==> config.mk <==
export PLATFORM = sky130hd
export DESIGN_NAME = tx_symbol_mux
export DESIGN_NICKNAME = d
export VERILOG_FILES = /design/src/rtl/tx_symbol_mux_pkg.sv /design/src/rtl/rr_arbiter.sv /design/src/rtl/tx_symbol_mux.sv
export SDC_FILE = /design/constraint.sdc
export NUM_CORES = 1
export LEC_CHECK = 0
export CELL_PAD_IN_SITES_DETAIL_PLACEMENT = 1
export CELL_PAD_IN_SITES_GLOBAL_PLACEMENT = 1
export CORE_UTILIZATION = 31
export DETAILED_ROUTE_END_ITERATION = 7
export GPL_ROUTABILITY_DRIVEN = 0
export PLACE_DENSITY = 0.81
export SLEW_MARGIN = 20
export SYNTH_ARGS = -nofsm -noshare
export SYNTH_HDL_FRONTEND = slang
export SYNTH_SLANG_ARGS = --single-unit
export TNS_END_PERCENT = 5
==> constraint.sdc <==
create_clock -name clk -period 2.1 [get_ports clk]
set_input_delay 0.315 -clock clk [delete_from_list [all_inputs] [get_ports clk]]
set_output_delay 0.315 -clock clk [all_outputs]
set_load 0.02 [all_outputs]
==> src/rtl/tx_symbol_mux_pkg.sv <==
`default_nettype none
// +----------------------------------------------------------------------------+
// | tx_symbol_mux_pkg : shared mode encodings for the Tx symbol mux  | rev 1.0 |
// +----------------------------------------------------------------------------+
package tx_symbol_mux_pkg;

  localparam logic MODE_SEL = 1'b0;
  localparam logic MODE_RR  = 1'b1;

endpackage : tx_symbol_mux_pkg
`default_nettype wire

==> src/rtl/rr_arbiter.sv <==
`default_nettype none
// +----------------------------------------------------------------------------+
// | rr_arbiter : round-robin grant search starting after the last winner | rev 1.0 |
// +----------------------------------------------------------------------------+
module rr_arbiter #(
  parameter int NCH  = 4,
  parameter int SELW = $clog2(NCH)
) (
  input  logic            clk,
  input  logic            rst_n,
  input  logic [NCH-1:0]  req_i,
  input  logic            en_i,
  output logic [NCH-1:0]  gnt_o,
  output logic [SELW-1:0] idx_o,
  output logic            valid_o
);

  logic [SELW-1:0] ptr_q;
  logic [SELW-1:0] ptr_d;
  logic [SELW:0]   sum;
  logic [SELW-1:0] cand;

  // Search ptr+1 .. ptr+NCH (mod NCH); the first requester found wins.
  always_comb begin
    sum     = '0;
    cand    = '0;
    idx_o   = '0;
    valid_o = 1'b0;
    gnt_o   = '0;
    for (int k = 1; k <= NCH; k++) begin
      sum = {1'b0, ptr_q} + (SELW+1)'(k);
      if (sum >= (SELW+1)'(NCH)) sum = sum - (SELW+1)'(NCH);
      cand = sum[SELW-1:0];
      if (!valid_o && req_i[cand]) begin
        valid_o = 1'b1;
        idx_o   = cand;
      end
    end
    for (int i = 0; i < NCH; i++) begin
      gnt_o[i] = valid_o && (idx_o == SELW'(i));
    end
  end

  always_comb begin
    ptr_d = ptr_q;
    if (en_i && valid_o) ptr_d = idx_o;
  end

  always_ff @(posedge clk or negedge rst_n) begin
    if (!rst_n) ptr_q <= SELW'(NCH - 1);
    else        ptr_q <= ptr_d;
  end

endmodule : rr_arbiter
`default_nettype wire

==> src/rtl/tx_symbol_mux.sv <==
`default_nettype none
// +----------------------------------------------------------------------------+
// | tx_symbol_mux : NCH-to-1 symbol mux, fixed-select or round-robin   | rev 1.0 |
// +----------------------------------------------------------------------------+
module tx_symbol_mux
  import tx_symbol_mux_pkg::*;
#(
  parameter int           NCH      = 4,
  parameter int           W        = 2,
  parameter logic [W-1:0] IDLE_SYM = '0,
  parameter int           SELW     = $clog2(NCH)
) (
  input  logic              clk,
  input  logic              rst_n,
  input  logic              mode_i,
  input  logic [SELW-1:0]   sel_i,
  input  logic [NCH*W-1:0]  in_data_i,
  input  logic [NCH-1:0]    in_valid_i,
  output logic [NCH-1:0]    in_ready_o,
  output logic [W-1:0]      out_data_o,
  output logic              out_valid_o,
  input  logic              out_ready_i,
  output logic [SELW-1:0]   out_ch_o
);

  logic [NCH-1:0]  w_fix_gnt;
  logic            w_fix_valid;
  logic [NCH-1:0]  w_rr_gnt;
  logic [SELW-1:0] w_rr_idx;
  logic            w_rr_valid;
  logic [NCH-1:0]  w_gnt;
  logic [SELW-1:0] w_gnt_idx;
  logic            w_gnt_valid;
  logic            w_free;
  logic            w_load;
  logic [W-1:0]    w_sym;

  logic            out_valid_q, out_valid_d;
  logic [W-1:0]    out_data_q,  out_data_d;
  logic [SELW-1:0] out_ch_q,    out_ch_d;

  // An out-of-range sel matches no channel, so it simply produces no grant.
  always_comb begin
    w_fix_gnt = '0;
    for (int i = 0; i < NCH; i++) begin
      if (sel_i == SELW'(i)) w_fix_gnt[i] = in_valid_i[i];
    end
    w_fix_valid = |w_fix_gnt;
  end

  rr_arbiter #(
    .NCH  (NCH),
    .SELW (SELW)
  ) u_rr_arbiter (
    .clk     (clk),
    .rst_n   (rst_n),
    .req_i   (in_valid_i),
    .en_i    (w_load && (mode_i == MODE_RR)),
    .gnt_o   (w_rr_gnt),
    .idx_o   (w_rr_idx),
    .valid_o (w_rr_valid)
  );

  always_comb begin
    if (mode_i == MODE_RR) begin
      w_gnt       = w_rr_gnt;
      w_gnt_idx   = w_rr_idx;
      w_gnt_valid = w_rr_valid;
    end else begin
      w_gnt       = w_fix_gnt;
      w_gnt_idx   = sel_i;
      w_gnt_valid = w_fix_valid;
    end
  end

  assign w_free     = !out_valid_q || out_ready_i;
  assign w_load     = w_free && w_gnt_valid;
  assign in_ready_o = w_load ? w_gnt : '0;

  always_comb begin
    w_sym = '0;
    for (int i = 0; i < NCH; i++) begin
      if (w_gnt[i]) w_sym = in_data_i[i*W +: W];
    end
  end

  // Drain without refill returns data to idle but keeps the last channel index.
  always_comb begin
    out_valid_d = out_valid_q;
    out_data_d  = out_data_q;
    out_ch_d    = out_ch_q;
    if (w_load) begin
      out_valid_d = 1'b1;
      out_data_d  = w_sym;
      out_ch_d    = w_gnt_idx;
    end else if (out_ready_i) begin
      out_valid_d = 1'b0;
      out_data_d  = IDLE_SYM;
    end
  end

  always_ff @(posedge clk or negedge rst_n) begin
    if (!rst_n) begin
      out_valid_q <= 1'b0;
      out_data_q  <= IDLE_SYM;
      out_ch_q    <= '0;
    end else begin
      out_valid_q <= out_valid_d;
      out_data_q  <= out_data_d;
      out_ch_q    <= out_ch_d;
    end
  end

  assign out_valid_o = out_valid_q;
  assign out_data_o  = out_data_q;
  assign out_ch_o    = out_ch_q;

endmodule : tx_symbol_mux
`default_nettype wire

# == Word-level counts from Yosys, hierarchy flattened ==
# Cells that the tools add are included.
# totals
output_inout_bits,9
ff_bits,7
# classes
n_addsub,8
n_mux,36
reduce_logical,19
magnitude_cmp,8
n_eq_ne,6
# ops
cell,count
two-way mux 2 bit,15
two-way mux 1 bit,15
>= comparator 3 bit (second input constant),4
less-than comparator 2 x 3 -> 1 bit (second input constant),4
logical AND 1 bit,10
binary-select mux 1 bit (select 2 bit),4
== test 2 bit (second input constant),4
two-way mux 4 bit,2
subtractor 2 x 1 -> 2 bit (second input constant),4
adder 2 x 2 -> 3 bit (second input constant),2
== test 2 x 1 -> 1 bit (second input constant),2
logical NOT 1 bit,4
logical NOT 2 bit,2
OR reduction 4 bit,1
adder 2 x 1 -> 3 bit (second input constant),1
adder 2 x 3 -> 3 bit (second input constant),1
nonzero test 2 bit,1
logical OR 1 bit,1

# == Depth between registers and ports, before layout ==
# Gate-level depths: netlist of run 1.
# depth
depth_word,23
mapped_depth,7

# == By module ==
# A second synthesis of run 1 with hierarchy kept.
# unflattened
hier_cells,73
hier_area_um2,640.6
# by_module_without_submodules
mod,area_each_um2,instances,seq_area_each_um2,cells_each
tx_symbol_mux,424.2,1,125.1,46
rr_arbiter,216.5,1,52.6,27

# == Worst setup path after synthesis of run 1 ==
# No wires, ideal clock.
# synth_timing
path_kind,input to output
start,in sel_i[1]
end,out in_ready_o[1]
path_stages,6
path_buffers,1
t_arrival_ns,1.472
path_slack_ns,0.313
cell_sequence,mux4_2 -> nand2b_1 -> nand2_1 -> nand2_1 -> buf_6 -> nor3_1
# synth_via
elab_chain_cells,6
word_cells_on_any_way,13
# synth_rtl
element,line,rtl
"start, declared",tx_symbol_mux.sv:16,"input logic [SELW-1:0] sel_i,"
"== test 2 x 1 -> 1 bit, or another cell as far along",tx_symbol_mux.sv:46,if (sel_i == SELW'(i)) w_fix_gnt[i] = in_valid_i[i];
two-way mux 1 bit,tx_symbol_mux.sv:46,
OR reduction 4 bit,tx_symbol_mux.sv:48,w_fix_valid = |w_fix_gnt;
two-way mux 1 bit,tx_symbol_mux.sv:65,if (mode_i == MODE_RR) begin
logical AND 1 bit,tx_symbol_mux.sv:77,assign w_load = w_free && w_gnt_valid;
two-way mux 4 bit *,tx_symbol_mux.sv:78,assign in_ready_o = w_load ? w_gnt : '0;
"end, declared",tx_symbol_mux.sv:19,"output logic [NCH-1:0] in_ready_o,"
# Mark *: on every way between the ends. The rest lies on a longest branch, timed or not.

# == Worst setup path after layout of run 1 ==
# layout_timing
start,reg u_rr_arbiter.ptr_q[0]
end,out in_ready_o[0]
# layout_via
elab_chain_cells,19
word_cells_on_any_way,44
# layout_rtl
element,line,rtl
"start, declared",rr_arbiter.sv:18,logic [SELW-1:0] ptr_q;
"start signal, assigned",rr_arbiter.sv:50,if (!rst_n) ptr_q <= SELW'(NCH - 1);
"start signal, assigned",rr_arbiter.sv:51,else ptr_q <= ptr_d;
adder 2 x 1 -> 3 bit,rr_arbiter.sv:31,"sum = {1'b0, ptr_q} + (SELW+1)'(k);"
>= comparator 3 bit / subtractor 2 x 1 -> 2 bit (equally long branches),rr_arbiter.sv:32,if (sum >= (SELW+1)'(NCH)) sum = sum - (SELW+1)'(NCH);
two-way mux 2 bit,rr_arbiter.sv:32,
binary-select mux 1 bit (select 2 bit),rr_arbiter.sv:34,if (!valid_o && req_i[cand]) begin
two-way mux 1 bit (implied by the code),rr_arbiter.sv:34,
two-way mux 1 bit,rr_arbiter.sv:34,
logical NOT 1 bit,rr_arbiter.sv:34,
logical AND 1 bit,rr_arbiter.sv:34,
[... 3 more ...],-,
two-way mux 1 bit,rr_arbiter.sv:34,
logical NOT 1 bit,rr_arbiter.sv:34,
logical AND 1 bit,rr_arbiter.sv:34,
two-way mux 2 bit,rr_arbiter.sv:34,
logical NOT 2 bit,rr_arbiter.sv:40,gnt_o[i] = valid_o && (idx_o == SELW'(i));
logical AND 1 bit,rr_arbiter.sv:40,
two-way mux 4 bit,tx_symbol_mux.sv:65,
two-way mux 4 bit *,tx_symbol_mux.sv:78,
# Mark *: on every way between the ends. The rest lies on a longest branch, timed or not. The select of a mux whose other input is x is not followed.

==> results.ini, run 1 <==
[pwr]
power_density_nw_per_um2 = 782
ir_drop_mv = 0.759
p_leak_uw = 0.000591
p_sw_share_pct = 39.2
pwr-share-clk_pct = 12.6
p_comb_share_pct = 65.8
seqPwrFrac_pct = 21.6
switchingPower_uw = 388
intPower_uw = 603

[synthesis]
synth-seq-cells = 7
synth_top_area_share_pct = 17.2
synth_edf_count = 0
yosys_warnings = 0
synth_fp_nets = 102
synthTopCellsByArea = dfrtp_1 (17%), dfstp_2 (7.2%), buf_6 (6.2%), nand2b_1 (6.0%), mux2i_1 (5.5%)
seq_area_frac_synth_pct = 24.4
synth_top_area_cell = dfrtp_1
async_reset_ff_share_pct = 100
syn_area_per_cell_um2 = 8.68
synth_top_flop_cell = dfrtp_1
netlist_area_um2 = 729
netlist-cell-type-count = 37
syn_inst = 84

[route]
wire_per_inst_um = 16.9
drtIter0Drc = 4
dr.pass1.iters = 4
ant_nets = 0
drc = 0
wirelength_um = 2890
vias = 900
via_per_inst = 5.26

[grt]
grt_util_all_layers_pct = 22.8
grt_pass1_wl_um = 4260
grt-ovfl-total = 0
grt_max_degree = 10
antenna_found_initial = 0
grt_pass1_vias = 951

[floorplan]
rows = 17
fp.coreArea_um2 = 2210
start_util_pct = 33.0
dieWidth_um = 50.5
pin_count = 27
die_area_um2 = 2550
die_h_um = 50.5

[layout]
final_cells = 171
drive_above_1_share_pct = 39.2
design_area_um2 = 1270
area_growth_pct = 73.8
final_util_pct = 57.3
diodes = 0
fin_nets = 162

[clocking]
insertion_delay_ns = 0.26
cts_buffers = 3
ctsLongestPathBuffers = 2
clk_pin_slew_ns = 0.05
h-tree-depth = 1
cts_tree = built
cts_sinks = 7
root_buffer = clkbuf_4

[critical_path]
slowest_delay_ns = 0.59
endpoint_kind = output pin
worstPathMaxFanout = 5
critPathBufInv = 1
reg2reg_slack_ns = 0.10
reg2reg_from = u_rr_arbiter.ptr_q[0]
crit_chain = nand2b_4, a21oi_1, nor4_2, and3_1, buf_6
crit_slowest_cell = dfstp_2
cp.required_ns = 1.78
rr_worst_depth = 7
startpoint_type = flip-flop
critPathKind = reg -> out
arrival_ns = 1.83
path_delay_family = simple AND/OR/NAND/NOR gates
r2r_end = out_data_o[1]

[placed_design]
port-buffer-count = 26
postPlaceCellArea_um2 = 1180
placed_cells = 161
dp_slack_ns = -0.613
dp_hpwl_um = 2180

[sta]
fmax_mhz = 465
rsz0062_at_grt = yes
hold_viol = 0
min_period_ns = 2.15
maxSlewViolCount = 0
setup_viol_count_final = 2
tightest_slew_ns = 0.410
fin_crit_sh_pct = 102
layout_setup_ws_ns = -0.0483
max-slew-margin-rel_pct = 72.3
fin_worst_skew_ns = 0.00222
setup_tns_ns = -0.0775

[status]
status = finished, violations left
violations = setup timing

[worst_hold_path]
hold_path.class = in -> async

[job]
cap_viol_max_count = 0

==> cells by family (layout without fill, tap and decap cells) <==
| logic type | Yosys count | in the layout | share of synthesized area (%) |
|---|---|---|---|
| muxes | 6 | 6 | 10.1 |
| and+or+nand+nor | 37 | 37 | 29.2 |
| AOI/OAI and AO/OA | 25 | 25 | 27.4 |
| DFF | 7 | 7 | 24.4 |
| buffers and inverters | 9 | 68 | 8.92 |
==> how the worst max path moves through the flow <==
stage | from | endpoint | slack, ns | cells after the start
floorplan | sel_i[1] | in_ready_o[1] | 0.31 | 6
global placement | sel_i[1] | in_ready_o[3] | -0.55 | 7
detailed placement | sel_i[1] | in_ready_o[3] | -0.61 | 7
CTS | u_rr_arbiter.ptr_q[1] | in_ready_o[3] | -0.02 | 6
global route | u_rr_arbiter.ptr_q[1] | in_ready_o[0] | -0.14 | 6
finish | u_rr_arbiter.ptr_q[0] | in_ready_o[0] | -0.05 | 5
==> layout by cell type (no fill, tap or decap), types with 2 or more instances in the layout <==
cell type        Yosys  layout
a21oi_1              4       4
a22o_1               2       2
and2b_1              2       2
buf_2                1       2
buf_4                0      33
buf_6                4       3
clkbuf_4             0       3
clkdlybuf4s50_1      0      16
dfrtp_1              5       5
dfstp_2              2       2
dlygate4sd2_1        0       6
inv_1                4       4
mux2i_1              4       4
nand2_1              7       6
nand2_2              1       2
nand2b_1             7       6
nand3_1              2       2
nand3b_1             2       2
nor2_1               7       7
nor2b_1              3       3
o21ai_0              2       2
o21ai_1              2       2
o21ai_2              2       2
o221ai_1             2       2
o22ai_1              2       2
==> routing by layer <==
layer  track usage, %  share of wire (%)  vias to the layer above
li1                 -                  -                      424
met1             25.3                 40                      453
met2             42.9                 56                       19
met3             3.33                2.5                        4
met4             9.26                1.2                        0
met5                0                  0                        -
==> cell usage after synthesis, types with 2 or more instances <==
cell / count
nand2_1: 7
nand2b_1: 7
nor2_1: 7
dfrtp_1: 5
a21oi_1: 4
buf_6: 4
inv_1: 4
mux2i_1: 4
nor2b_1: 3
a22o_1: 2
a2bb2oi_1: 2
and2b_1: 2
dfstp_2: 2
nand3_1: 2
nand3b_1: 2
o21ai_0: 2
o21ai_1: 2
o21ai_2: 2
o221ai_1: 2
o22ai_1: 2
==> layout make-up <==
class,instances,area (um2)
tap,28,35.0
timing repair buffer,60,504
fill,259,945
sequential,7,178
inverter,4,15.0
multi-input combinational,68,509
clock buffer,4,26.3
==> stage by stage <==
stage / power [uW] / hold slack, ns
3_3_place_gp: 727 / 0.471
3_5_place_dp: 757 / 0.494
4_1_cts: 902 / 0.301
2_1_floorplan: 521 / 0.0194
6_report: 991 / 0.308
5_1_grt: 1040 / 0.341
==> power by group through the flow <==
stage                     Clock (uW)  Sequential, uW  Combinational [uW]
after floorplan                    0             231                 290
after global placement             0             228                 499
after detailed placement           0             233                 524
after CTS                        132             232                 539
after global routing             130             217                 694
final                            125             214                 652
==> registers in the layout, indices dropped and copies added, names as in the netlist <==
name	cells
out_data_o	2
out_ch_o	2
u_rr_arbiter.ptr_q	2
out_valid_o	1
==> repair_timing <==
item	CTS	global route
hold buffers	0	0
gates cloned	0	0
resized for setup	27	8
setup endpoints to repair	4	3
pin swaps	4	3
buffers inserted	1	5
No activity file was read; power rests on OpenSTA's default activity.
==> run 2: changes to the inputs <==
PLACE_DENSITY = 0.82   (was 0.81)
SKIP_CTS_REPAIR_TIMING = 1   (was not set)
==> results.ini, run 2 (synthesis results as in run 1) <==
[grt]
grt_pass1_wl_um = 4330
grt_max_degree = 9
grt-ovfl-total = 0
grt_util_all_layers_pct = 24.0
grt_pass1_vias = 919
antenna_found_initial = 0

[sta]
timing.hold.ws_ns = 0.314
fin_worst_skew_ns = 0.00279
min_period_ns = 2.09
rsz0062_at_grt = yes
fin_crit_sh_pct = 99.6
fmax_mhz = 478
setup_viol_count_final = 0
max-slew-margin-rel_pct = 74.9
hold_viol = 0
layout_setup_ws_ns = 0.00868
maxSlewViolCount = 0
tightest_slew_ns = 0.376

[placed_design]
dp_hpwl_um = 2320
postPlaceCellArea_um2 = 1200
dp_slack_ns = -0.660
port-buffer-count = 26

[floorplan]
die_area_um2 = 2550
fp.coreArea_um2 = 2210
start_util_pct = 33.0
pin_count = 27
rows = 17
dieWidth_um = 50.5
die_h_um = 50.5

[layout]
area_growth_pct = 79.6
drive_above_1_share_pct = 43.0
final_common_cell = buf_4
multi_input_area_um2 = 539
seq_area_um2 = 178
filler_cell_count = 272
layout_common_cells = buf_4 (35), clkdlybuf4s50_1 (15), nand2b_1 (7), nor2_1 (7), dlymetal6s2s_1 (7)
fin_nets = 161
design_area_um2 = 1310
diodes = 0

[pwr]
power_density_nw_per_um2 = 733
power_uw = 960
ir_drop_mv = 0.642
p_leak_uw = 0.000639

[worst_hold_path]
hold_path.class = in -> async

[clocking]
clk_pin_slew_ns = 0.05
cts_sinks = 7
cts_tree = built
ctsLongestPathBuffers = 2
insertion_delay_ns = 0.25
cts_buffers = 3
root_buffer = clkbuf_4
h-tree-depth = 1

[critical_path]
endpoint_kind = flip-flop
arrival_ns = 2.21
cp.required_ns = 2.22
setup.worst_path.start = u_rr_arbiter.ptr_q[1]
r2r_end = out_data_o[0]
startpoint_type = flip-flop
critPathKind = reg -> reg
reg2reg_slack_ns = 0.009
reg2reg_from = u_rr_arbiter.ptr_q[1]
rr_worst_depth = 8
worstPathMaxFanout = 7
cp-endpoint = out_data_o[0]

[route]
via_per_inst = 5.27
wirelength_um = 3010
drtIter0Drc = 10
vias = 896
dr.pass1.iters = 4
wire_per_inst_um = 17.7
drc = 0
ant_nets = 0

[status]
status = complete, no violations

[job]
cap_viol_max_count = 0

run 2: changes by cell type in the layout (fill, tap and decap cells not counted), sizes merged:
cell,previous run,this run
dlygate4sd2,6,0
clkdlybuf4s50,16,15
buf,38,37
dlymetal6s2s,0,7
run 2: metal layers:
metal  GRT usage, %  part of all wire, %
met1           26.8                   41
met2           42.7                   56
met3           2.42                  1.8
met4           15.7                  1.1
met5              0                    0
run 2: metrics by stage:
step	setup TNS [ns]	utilization, %	cells
global route	-0.148	59.2	170
floorplan	0	-	84
CTS	-2.43	55.4	167
finish	0	59.2	170
global placement	-2.52	54.2	163
detailed placement	-2.93	54.2	163
run 2: layout make-up:
type | instances | area share [%]
Timing Repair Buffer | 59 | 39.4
Tap cell | 28 | 2.67
Inverter | 4 | 1.15
Multi-Input combinational cell | 68 | 41.2
Clock buffer | 4 | 2.01
Sequential cell | 7 | 13.6
run 2: worst max-delay path: stages, from the launching register on:
cell and delay [ns]:
dfstp_2 0.62, buf_4 0.16, o21ai_2 0.06, a311oi_2 0.36, buf_4 0.18, nor2_1 0.04, a22o_1 0.23, mux2i_2 0.19
o221ai_2 0.12
run 2: worst min path at each step:
stage | startpoint | end | cells past startpoint
6_report | rst_n | out_ch_o[1] | 1
5_1_grt | rst_n | out_ch_o[1] | 1
4_1_cts | rst_n | out_ch_o[1] | 1
3_5_place_dp | out_ch_o[0] | out_ch_o[0] | 2
3_3_place_gp | out_ch_o[0] | out_ch_o[0] | 2
2_1_floorplan | rst_n | out_ch_o[0] | 0
run 2: where the power goes:
part           total (uW)  internal, uW  leakage [uW]  switching, uW
clock                 119          72.3     0.0000150           47.0
combinational         611           327      0.000541            285
sequential            229           183     0.0000823           45.8
